==> src/rtl/uart_rx_param.sv <==
// uart_rx_param: parametrised UART receiver, 3-sample majority vote, valid/ready holding register.
// Optional break detection is compiled in when UART_RX_BREAK_DET_EN is defined.
module uart_rx_param #(
  parameter int CLKS_FREQ = 50000000,
  parameter int BAUD_RATE = 9600,
  parameter int DATA_BITS = 8,
  parameter int PARITY    = 0,
  parameter int STOP_BITS = 1
) (
  input  logic                 clk,
  input  logic                 rst_n,
  input  logic                 rx,
  input  logic                 rx_ready,
  output logic                 rx_valid,
  output logic [DATA_BITS-1:0] rx_data,
  output logic                 rx_frame_err,
  output logic                 rx_parity_err,
  output logic                 rx_overrun,
  output logic                 rx_break
);

  localparam int CPB  = CLKS_FREQ / BAUD_RATE;
  localparam int HALF = (CPB - 1) / 2;
  localparam int CW   = $clog2(CPB) + 1;
  localparam int IW   = $clog2(DATA_BITS);

  localparam logic [CW-1:0] CNT_HALF  = CW'(HALF);
  localparam logic [CW-1:0] CNT_LAST  = CW'(CPB - 1);
  localparam logic [IW-1:0] IDX_LAST  = IW'(DATA_BITS - 1);
  localparam logic          STOP_LAST = 1'(STOP_BITS - 1);
  localparam logic          PAR_ODD   = (PARITY == 1);

  if (CPB < 4 || DATA_BITS < 5 || DATA_BITS > 9 ||
      PARITY < 0 || PARITY > 2 ||
      STOP_BITS < 1 || STOP_BITS > 2) begin : g_param_check
    $error("uart_rx_param: illegal parameter set");
  end

  typedef enum logic [2:0] {
    S_IDLE,
    S_START,
    S_DATA,
    S_PARITY,
    S_STOP,
    S_WAIT
  } state_t;

  state_t               state;
  logic [1:0]           sync;
  logic [2:0]           hist;
  logic                 rx_s;
  logic                 maj;
  logic [CW-1:0]        cnt;
  logic [IW-1:0]        bit_idx;
  logic                 stop_idx;
  logic [DATA_BITS-1:0] shreg;
  logic                 ferr;
  logic                 perr;
  logic                 tick;
  logic                 accept;
  logic                 brk_now;

  assign rx_s   = sync[1];
  assign maj    = (hist[0] & hist[1]) | (hist[0] & hist[2]) | (hist[1] & hist[2]);
  assign tick   = (cnt == CNT_LAST);
  assign accept = !rx_valid || rx_ready;

  always_ff @(posedge clk) begin
    if (!rst_n) begin
      sync <= 2'b11;
      hist <= 3'b111;
    end else begin
      sync <= {sync[0], rx};
      hist <= {hist[1:0], rx_s};
    end
  end

`ifdef UART_RX_BREAK_DET_EN
  // Stays set only while every sampled bit of the frame has been low.
  logic all_low;

  always_ff @(posedge clk) begin
    if (!rst_n) begin
      all_low <= 1'b0;
    end else if (state == S_START) begin
      all_low <= 1'b1;
    end else if (tick && maj &&
                 (state == S_DATA || state == S_PARITY || state == S_STOP)) begin
      all_low <= 1'b0;
    end
  end

  assign brk_now = all_low & ~maj;
`else
  assign brk_now = 1'b0;
`endif

  always_ff @(posedge clk) begin
    if (!rst_n) begin
      state         <= S_IDLE;
      cnt           <= '0;
      bit_idx       <= '0;
      stop_idx      <= 1'b0;
      shreg         <= '0;
      ferr          <= 1'b0;
      perr          <= 1'b0;
      rx_valid      <= 1'b0;
      rx_data       <= '0;
      rx_frame_err  <= 1'b0;
      rx_parity_err <= 1'b0;
      rx_overrun    <= 1'b0;
      rx_break      <= 1'b0;
    end else begin
      rx_overrun <= 1'b0;
      rx_break   <= 1'b0;
      if (rx_valid && rx_ready) begin
        rx_valid <= 1'b0;
      end
      unique case (state)
        S_IDLE: begin
          if (!rx_s) begin
            state <= S_START;
            cnt   <= '0;
          end
        end
        S_START: begin
          if (cnt == CNT_HALF) begin
            cnt      <= '0;
            bit_idx  <= '0;
            stop_idx <= 1'b0;
            ferr     <= 1'b0;
            perr     <= 1'b0;
            state    <= maj ? S_IDLE : S_DATA;
          end else begin
            cnt <= cnt + 1'b1;
          end
        end
        S_DATA: begin
          if (tick) begin
            cnt   <= '0;
            shreg <= {maj, shreg[DATA_BITS-1:1]};
            if (bit_idx == IDX_LAST) begin
              state <= (PARITY != 0) ? S_PARITY : S_STOP;
            end else begin
              bit_idx <= bit_idx + 1'b1;
            end
          end else begin
            cnt <= cnt + 1'b1;
          end
        end
        S_PARITY: begin
          if (tick) begin
            cnt   <= '0;
            perr  <= ((^shreg) ^ maj) != PAR_ODD;
            state <= S_STOP;
          end else begin
            cnt <= cnt + 1'b1;
          end
        end
        S_STOP: begin
          if (tick) begin
            cnt <= '0;
            if (!maj) begin
              ferr <= 1'b1;
            end
            if (stop_idx == STOP_LAST) begin
              if (brk_now) begin
                rx_break <= 1'b1;
                state    <= S_WAIT;
              end else begin
                if (accept) begin
                  rx_valid      <= 1'b1;
                  rx_data       <= shreg;
                  rx_frame_err  <= ferr | ~maj;
                  rx_parity_err <= perr;
                end else begin
                  rx_overrun <= 1'b1;
                end
                state <= maj ? S_IDLE : S_WAIT;
              end
            end else begin
              stop_idx <= 1'b1;
            end
          end else begin
            cnt <= cnt + 1'b1;
          end
        end
        S_WAIT: begin
          // A stuck-low line must go high before a new start is accepted.
          if (rx_s) begin
            state <= S_IDLE;
            cnt   <= '0;
          end
        end
        default: begin
          state <= S_IDLE;
          cnt   <= '0;
        end
      endcase
    end
  end

endmodule
==> config.mk <==
export PLATFORM = sky130hd
export DESIGN_NAME = uart_rx_param
export DESIGN_NICKNAME = d
export VERILOG_FILES = /design/src/rtl/uart_rx_param.sv
export SDC_FILE = /design/constraint.sdc
export NUM_CORES = 1
export LEC_CHECK = 0
export CORE_ASPECT_RATIO = 1.25
export CORE_MARGIN = 10
export CORE_UTILIZATION = 35
export DETAILED_ROUTE_END_ITERATION = 12
export HOLD_SLACK_MARGIN = 0.03
export PLACE_DENSITY = 0.55
export SLEW_MARGIN = 15
export SYNTH_ARGS = -nofsm -noshare
export SYNTH_HDL_FRONTEND = slang
export SYNTH_SLANG_ARGS = --single-unit
==> constraint.sdc <==
create_clock -name clk -period 5.6 [get_ports clk]
set_clock_uncertainty 0.05 [all_clocks]
set_input_delay 1.12 -clock clk [delete_from_list [all_inputs] [get_ports clk]]
set_output_delay 1.12 -clock clk [all_outputs]
set_load 0.03 [all_outputs]
==> summary.md, run 1 <==
| Metric | Value |
|---|---|
| Status | finished clean |
| Syn nets | 238 |
| Crit path buf inv count | 1 |
| PD cells | 231 nW/um^2 |
| WL/cell | 13.0 microns |
| Setup_tns | 0 ns |
| Synthesis-to-layout area growth | 13.0% |
| Placer's final routability congestion estimate | ~0.81 |
| Slowest stage cell, crit path | nand4_1 |
| Crit end category | flip-flop |
| Post-route minimum period | 2.69 ns |
| Ys async rst share | 0% |
| CTS Buf Count | 5 |
| # setup viols final | 0 |
| Die height | roughly 110 microns |
| RSZ-0062 raised after global routing | false |
| Post-synth EDFFs | 0 |
| Slew Limit Fails | 0 |
| CTS Sinks | 47 |
| CTS tree | built |
| Syn avg cell area | 9.47 sq um |
| Met3 wire len | 218 microns |
| Cts hold-fix bufs | 0 |
| Slew headroom | 45.9% |
| Die area | just under 10000 sq um |
| Post-synthesis cell area | 2190 sq um |
| Postcts setup bufs | 0 |
| Leading cell types in the layout, fill and taps excluded | 47 x dfxtp_1, 38 x nor2_1, 22 x mux2i_1 |
| Post-CTS sizing | 0 |
| Starting density of the core | 35.7% |
| Initial antenna violation count | 0 |
| DP HPWL | 3160 microns |
| Setup CP Type | primary input to flip-flop |
| Most common cell after layout, fill and taps aside | dfxtp_1 |
| CP max stage delay | 0.56 ns |
| Crit-path leading delay family | simple AND/OR/NAND/NOR gates |
| Critical-path cell list | clkdlybuf4s50_1, nand2b_1, nand4_1, o311a_1 |
| Synth Instances | 231 |
| Number of diodes | 0 |
| Yosys warns | 0 |
| DR WL met2 | 2070 microns |
| Critical path peak fanout | 11 |
| Pin slew with the least headroom to its limit | 0.800 ns |
| Top sig layer | met4 |
| Final #Nets | 250 |
| Clk buf depth | 2 |
| First-pass GRT wire length | 7580 microns |
| Root Driver | clkbuf_8 |
| Number of synthesized register bits | between 40 and 50 |
| IO Port Bufs | 15 |
| Die Width | slightly above 90 microns |
| IO Pins | 17 |
| 1st-pass router iterations | 4 |
| Startpoint Class | primary input |
| Fin crit share | 48.0% |
| Vias | 1560 |
| Share of layout cells above drive strength 1 | about 8% |
| F_max | 0.372 GHz |
| Vias in the first global route | 1597 |
| Drc violations | 0 |
| Clock latency on the worst-skew pair | 0.30 ns |
| M1 wire length | 1920 microns |
| WP data required | 5.74 ns |
| Worst hold path type | flip-flop to flip-flop |
| Lkg Pwr | 1.02 nW |
| Total wire length | 4270 microns |
| Hold WS | 0.377 ns |
| GRT Resource Usage Total | 9.21% |
| Distinct cell type count after synthesis | 51 |
| Total grt overflow | 0 |
| Largest net degree at the start of global routing | 26 |
| H-tree depth | 2 |
| Crit path DAT | 2.83 ns |
| Max IR drop VDD | 0.000117 V |
| Synth Flop Type | dfxtp_1 |
| DRT iter0 DRCs | a little under 60 |
| MaxCap Viol Count | 0 |
| Post-DRT Antenna Nets | 0 |
| Clock slew at reported path FFs | around 0.09 ns |
| Sequential fraction of the synthesis area | a little over two fifths |
| Core area | around 6100 sq um |
| Vias per cell | 4.76 |
| Row cnt | 32 |
| Final Hold Fails | 0 |
-- synth_stat cells, drive strengths merged (2+ instances only) --
| cell type | count | share of area [%] |
|---|---|---|
| a21oi | 3 | 0.69 |
| a31oi | 3 | 0.86 |
| and3 | 3 | 0.92 |
| and4 | 3 | 1.3 |
| and4bb | 2 | 1.1 |
| buf | 8 | 2.5 |
| clkbuf | 3 | 0.51 |
| dfxtp | 47 | 43 |
| ha | 3 | 1.7 |
| inv | 4 | 0.69 |
| mux2i | 22 | 10 |
| nand2 | 16 | 2.7 |
| nand2b | 8 | 2.3 |
| nand3 | 12 | 3.0 |
| nand4 | 6 | 1.7 |
| nor2 | 38 | 6.5 |
| nor2b | 3 | 0.86 |
| nor3b | 2 | 0.69 |
| nor4 | 2 | 0.57 |
| nor4b | 2 | 1.1 |
| o21ai | 3 | 0.69 |
| or3b | 2 | 0.80 |
| xnor2 | 9 | 3.6 |
| xor2 | 7 | 2.8 |
-- cell type report --
| cell class | count | area (sq um) |
|---|---|---|
| Clock buffer | 6 | 82.6 |
| Clock inverter | 1 | 5.00 |
| Fill cell | 628 | 3650 |
| Inverter | 4 | 15.0 |
| Multi-Input combinational cell | 169 | 1160 |
| Sequential cell | 47 | 941 |
| Tap cell | 85 | 106 |
| Timing Repair Buffer | 16 | 158 |
-- routing by layer --
metal	GRT usage [%]	up-vias
li1	-	825
met4	3.76	0
met2	15.3	16
met3	3.47	6
met5	0	-
met1	10.5	713
-- where the power goes --
part,total [mW],internal (mW),switching [mW]
clock,0.206,0.0970,0.109
sequential,0.339,0.336,0.00243
combinational,0.0258,0.00938,0.0165
total,0.570,0.443,0.127
-- worst paths after layout --
path / slack (ns) / start / endpoint / depth (start not counted)
setup / recovery: 2.91 / rx_ready / rx_frame_err / 4
hold / removal: 0.38 / sync[0] / sync[1] / 1
setup reg to reg: 3.13 / cnt[0] / rx_frame_err / 5
hold reg to reg: 0.38 / sync[0] / sync[1] / 1
-- stage by stage --
stage	power, mW	utilization (%)	cell area (sq um)	setup WS [ns]	cells
2_1_floorplan	0.366	-	2190	3.54	231
3_3_place_gp	0.373	38.9	2380	2.63	321
3_5_place_dp	0.373	38.9	2380	2.58	321
4_1_cts	0.578	40.4	2470	2.89	328
5_1_grt	0.595	40.4	2470	2.80	328
6_report	0.570	40.4	2470	2.91	328
-- registers in the layout (all words and copies together) (netlist names), 2 cells and up --
name / count
rx_data: 8
sync: 2
bit_idx: 3
state: 3
shreg: 8
hist: 3
cnt: 14
-- cells by family after synthesis --
logic type	count (synthesis)	synth area share (%)
XOR/XNOR	17	7.44
flip-flops	47	43.0
adder cells (fa/ha/maj)	4	2.17
AND/OR/NAND/NOR	105	25.8
AO/OA/AOI/OAI	19	7.09
other	1	0.171
multiplexers	23	10.6
buffers and inverters	15	3.72
Power figures use the tool's default switching activity.
==> run 2, diff against run 1 <==
Settings changed: PLACE_DENSITY 0.55 to 0.57.
Clock period 5.6 ns to 2.35 ns, I/O delays scaled along.
==> summary.md, run 2 (synthesized netlist as in run 1, its figures left out) <==
| Metric | Value |
|---|---|
| Max reg flops | 14 (unchanged) |
| Vias in the first global route | 1653 (+3.5%) |
| Crit-path leading delay family | simple AND/OR/NAND/NOR gates |
| RSZ-0062 raised after global routing | false |
| Slowest stage cell, crit path | dfxtp_1 |
| Worst setup margin | 0.236 ns (-2.68 ns) |
| Min-delay src | sync[0] |
| Hold Crit Depth | 1 (unchanged) |
| Root Driver | clkbuf_8 |
| Post-CTS sizing | 0 (unchanged) |
| Critical path peak fanout | 10 (-1) |
| Placer's final routability congestion estimate | 0.796 (-1.4%) |
| Post-DRT Antenna Nets | 0 (unchanged) |
| Initial antenna violation count | 0 (unchanged) |
| Clock latency on the worst-skew pair | 0.29 ns (about the same) |
| Reg2reg end | cnt[8] |
| CTS Sinks | 47 (unchanged) |
| WL/cell | 13.4 microns (+3.3%) |
| Crit end category | flip-flop |
| Synthesis-to-layout area growth | 16.6% |
| Worst hold path type | flip-flop to flip-flop |
| First-pass GRT wire length | 7730 microns (+2.1%) |
| Top reg by flops | cnt |
| Total wire length | 4520 microns (+5.8%) |
| RR Startpoint | state[1] |
| Max IR drop VDD | 0.000291 V (+150%) |
| CTS tree | built |
| Leading cell types in the layout, fill and taps excluded | 47 x dfxtp_1, 38 x nor2_1, 22 x mux2i_1 |
| Top flop regs | cnt: 14 flops, rx_data: 8 flops, shreg: 8 flops |
| Clk buf depth | 2 (unchanged) |
| Final #Nets | 257 (+2.8%) |
| Postcts setup bufs | 0 (unchanged) |
| Cts hold-fix bufs | 0 (unchanged) |
| Most common cell after layout, fill and taps aside | dfxtp_1 |
| DP HPWL | 3320 microns (+5.1%) |
| Fin crit share | 90.0% |
| IO Port Bufs | 15 (unchanged) |
| MaxCap Viol Count | 0 (unchanged) |
| Worst slack, placed | 0.254 ns (-2.33 ns) |
| Die area | 9830 sq um (unchanged) |
| # setup viols final | 0 (unchanged) |
| Vias per cell | 4.87 (+2.4%) |
| Dpl cells | 328 (+2.2%) |
| Crit path DAT | 2.28 ns (-0.55 ns) |
| PD cells | 572 nW/um^2 (+150%) |
| Row cnt | 32 (unchanged) |
| CP max stage delay | 0.53 ns (-0.03 ns) |
| Starting density of the core | 35.7% (unchanged) |
| Share of layout cells above drive strength 1 | 10.8% (+2.9 points) |
| Drc violations | 0 (unchanged) |
| Post-route minimum period | 2.11 ns |
| Fin cells | 336 (+2.4%) |
| Vias | 1637 (+4.9%) |
| Final Hold Fails | 0 (unchanged) |
| Flop-to-flop setup slack | 0.24 ns (-2.89 ns) |
| Hold Crit Endpoint | sync[1] |
| DRT iter0 DRCs | 52 (-10%) |
| Pin slew with the least headroom to its limit | 0.479 ns (-0.321 ns) |
| WP data required | 2.52 ns (-3.22 ns) |
| H-tree depth | 2 (unchanged) |
| Die height | 108 microns (unchanged) |
| Core area | 6130 sq um (unchanged) |
| Slew headroom | 67.6% (+22 points) |
| Finished Core Util | 41.6% (+1.3 points) |
| Status | finished clean |
| Total grt overflow | 0 (unchanged) |
| Startpoint Class | flip-flop |
| Crit path buf inv count | 1 (unchanged) |
| Setup CP Type | flip-flop to flip-flop |
| Lkg Pwr | 1.06 nW (+4.5%) |
| Slew Limit Fails | 0 (unchanged) |
| Die Width | 90.7 microns (unchanged) |
| IO Pins | 17 (unchanged) |
| Largest net degree at the start of global routing | 16 (-38%) |
| 1st-pass router iterations | 5 (+1) |
| F_max | 0.473 GHz |
| Number of diodes | 0 (unchanged) |
| Setup_tns | 0 ns (unchanged) |
| Critical-path cell list | nor4bb_1, buf_4, nor2_1, nand2_1, or4b_1, a31oi_1 |
| Clock slew at reported path FFs | 0.08 ns (about the same) |
| CTS Buf Count | 5 (unchanged) |
| Worst Reg-to-Reg Cells | 6 (+1) |
| GRT Resource Usage Total | 9.55% (+0.34 points) |
run 2: cell count changes in the layout (fill, tap and decap cells not counted):
cell / previous run / this run
buf_4: 1 / 8
bufinv_16: 0 / 1
clkbuf_8: 6 / 5
clkinv_4: 0 / 1
run 2: metrics by stage:
step | power [mW] | instance area [sq um] | hold slack, ns
floorplan | 0.873 | 2190 | 0.336
global placement | 0.892 | 2440 | 0.349
detailed placement | 0.893 | 2440 | 0.352
CTS | 1.49 | 2550 | 0.389
global route | 1.53 | 2550 | 0.398
finish | 1.46 | 2550 | 0.375
run 2: worst max path at each step:
stage               slack [ns]     start  depth (start not counted)           end
global placement          0.33  state[1]                          6        cnt[8]
detailed placement        0.25  state[1]                          6        cnt[8]
finish                    0.24  state[1]                          6        cnt[8]
floorplan                 0.43    cnt[0]                          7  rx_frame_err
global route              0.08  state[1]                          6        cnt[8]
CTS                       0.24  state[1]                          6        cnt[8]
run 2: layout make-up:
type	instances	area [sq um]
repair buffers	23	210
multi-input cells	169	1160
clock buffers	5	68.8
inverters	4	15.0
flip-flops and latches	47	941
fillers	619	3580
clock inverters	3	43.8
well taps	85	106
run 2: layer usage:
metal  vias to the layer above  wire length [microns]  global-route usage [%]
met5                         -                      0                       0
met4                         0                     31                    3.64
met3                         2                    231                    3.61
met2                        16                   2300                    16.7
met1                       775                   1960                    10.3
li1                        844                      -                       -
run 2: where the power goes:
group | internal, mW | switching (mW)
logic | 0.0258 | 0.0416
clock network | 0.317 | 0.266
registers | 0.801 | 0.00555
run 2: worst reg2reg max path: cells and delay by family, from the launching register on:
family	cells	cell delay [ns]
buffers and inverters	1	0.17
AOI/OAI and AO/OA	1	0.17
DFF	1	0.53
and+or+nand+nor	4	1.13
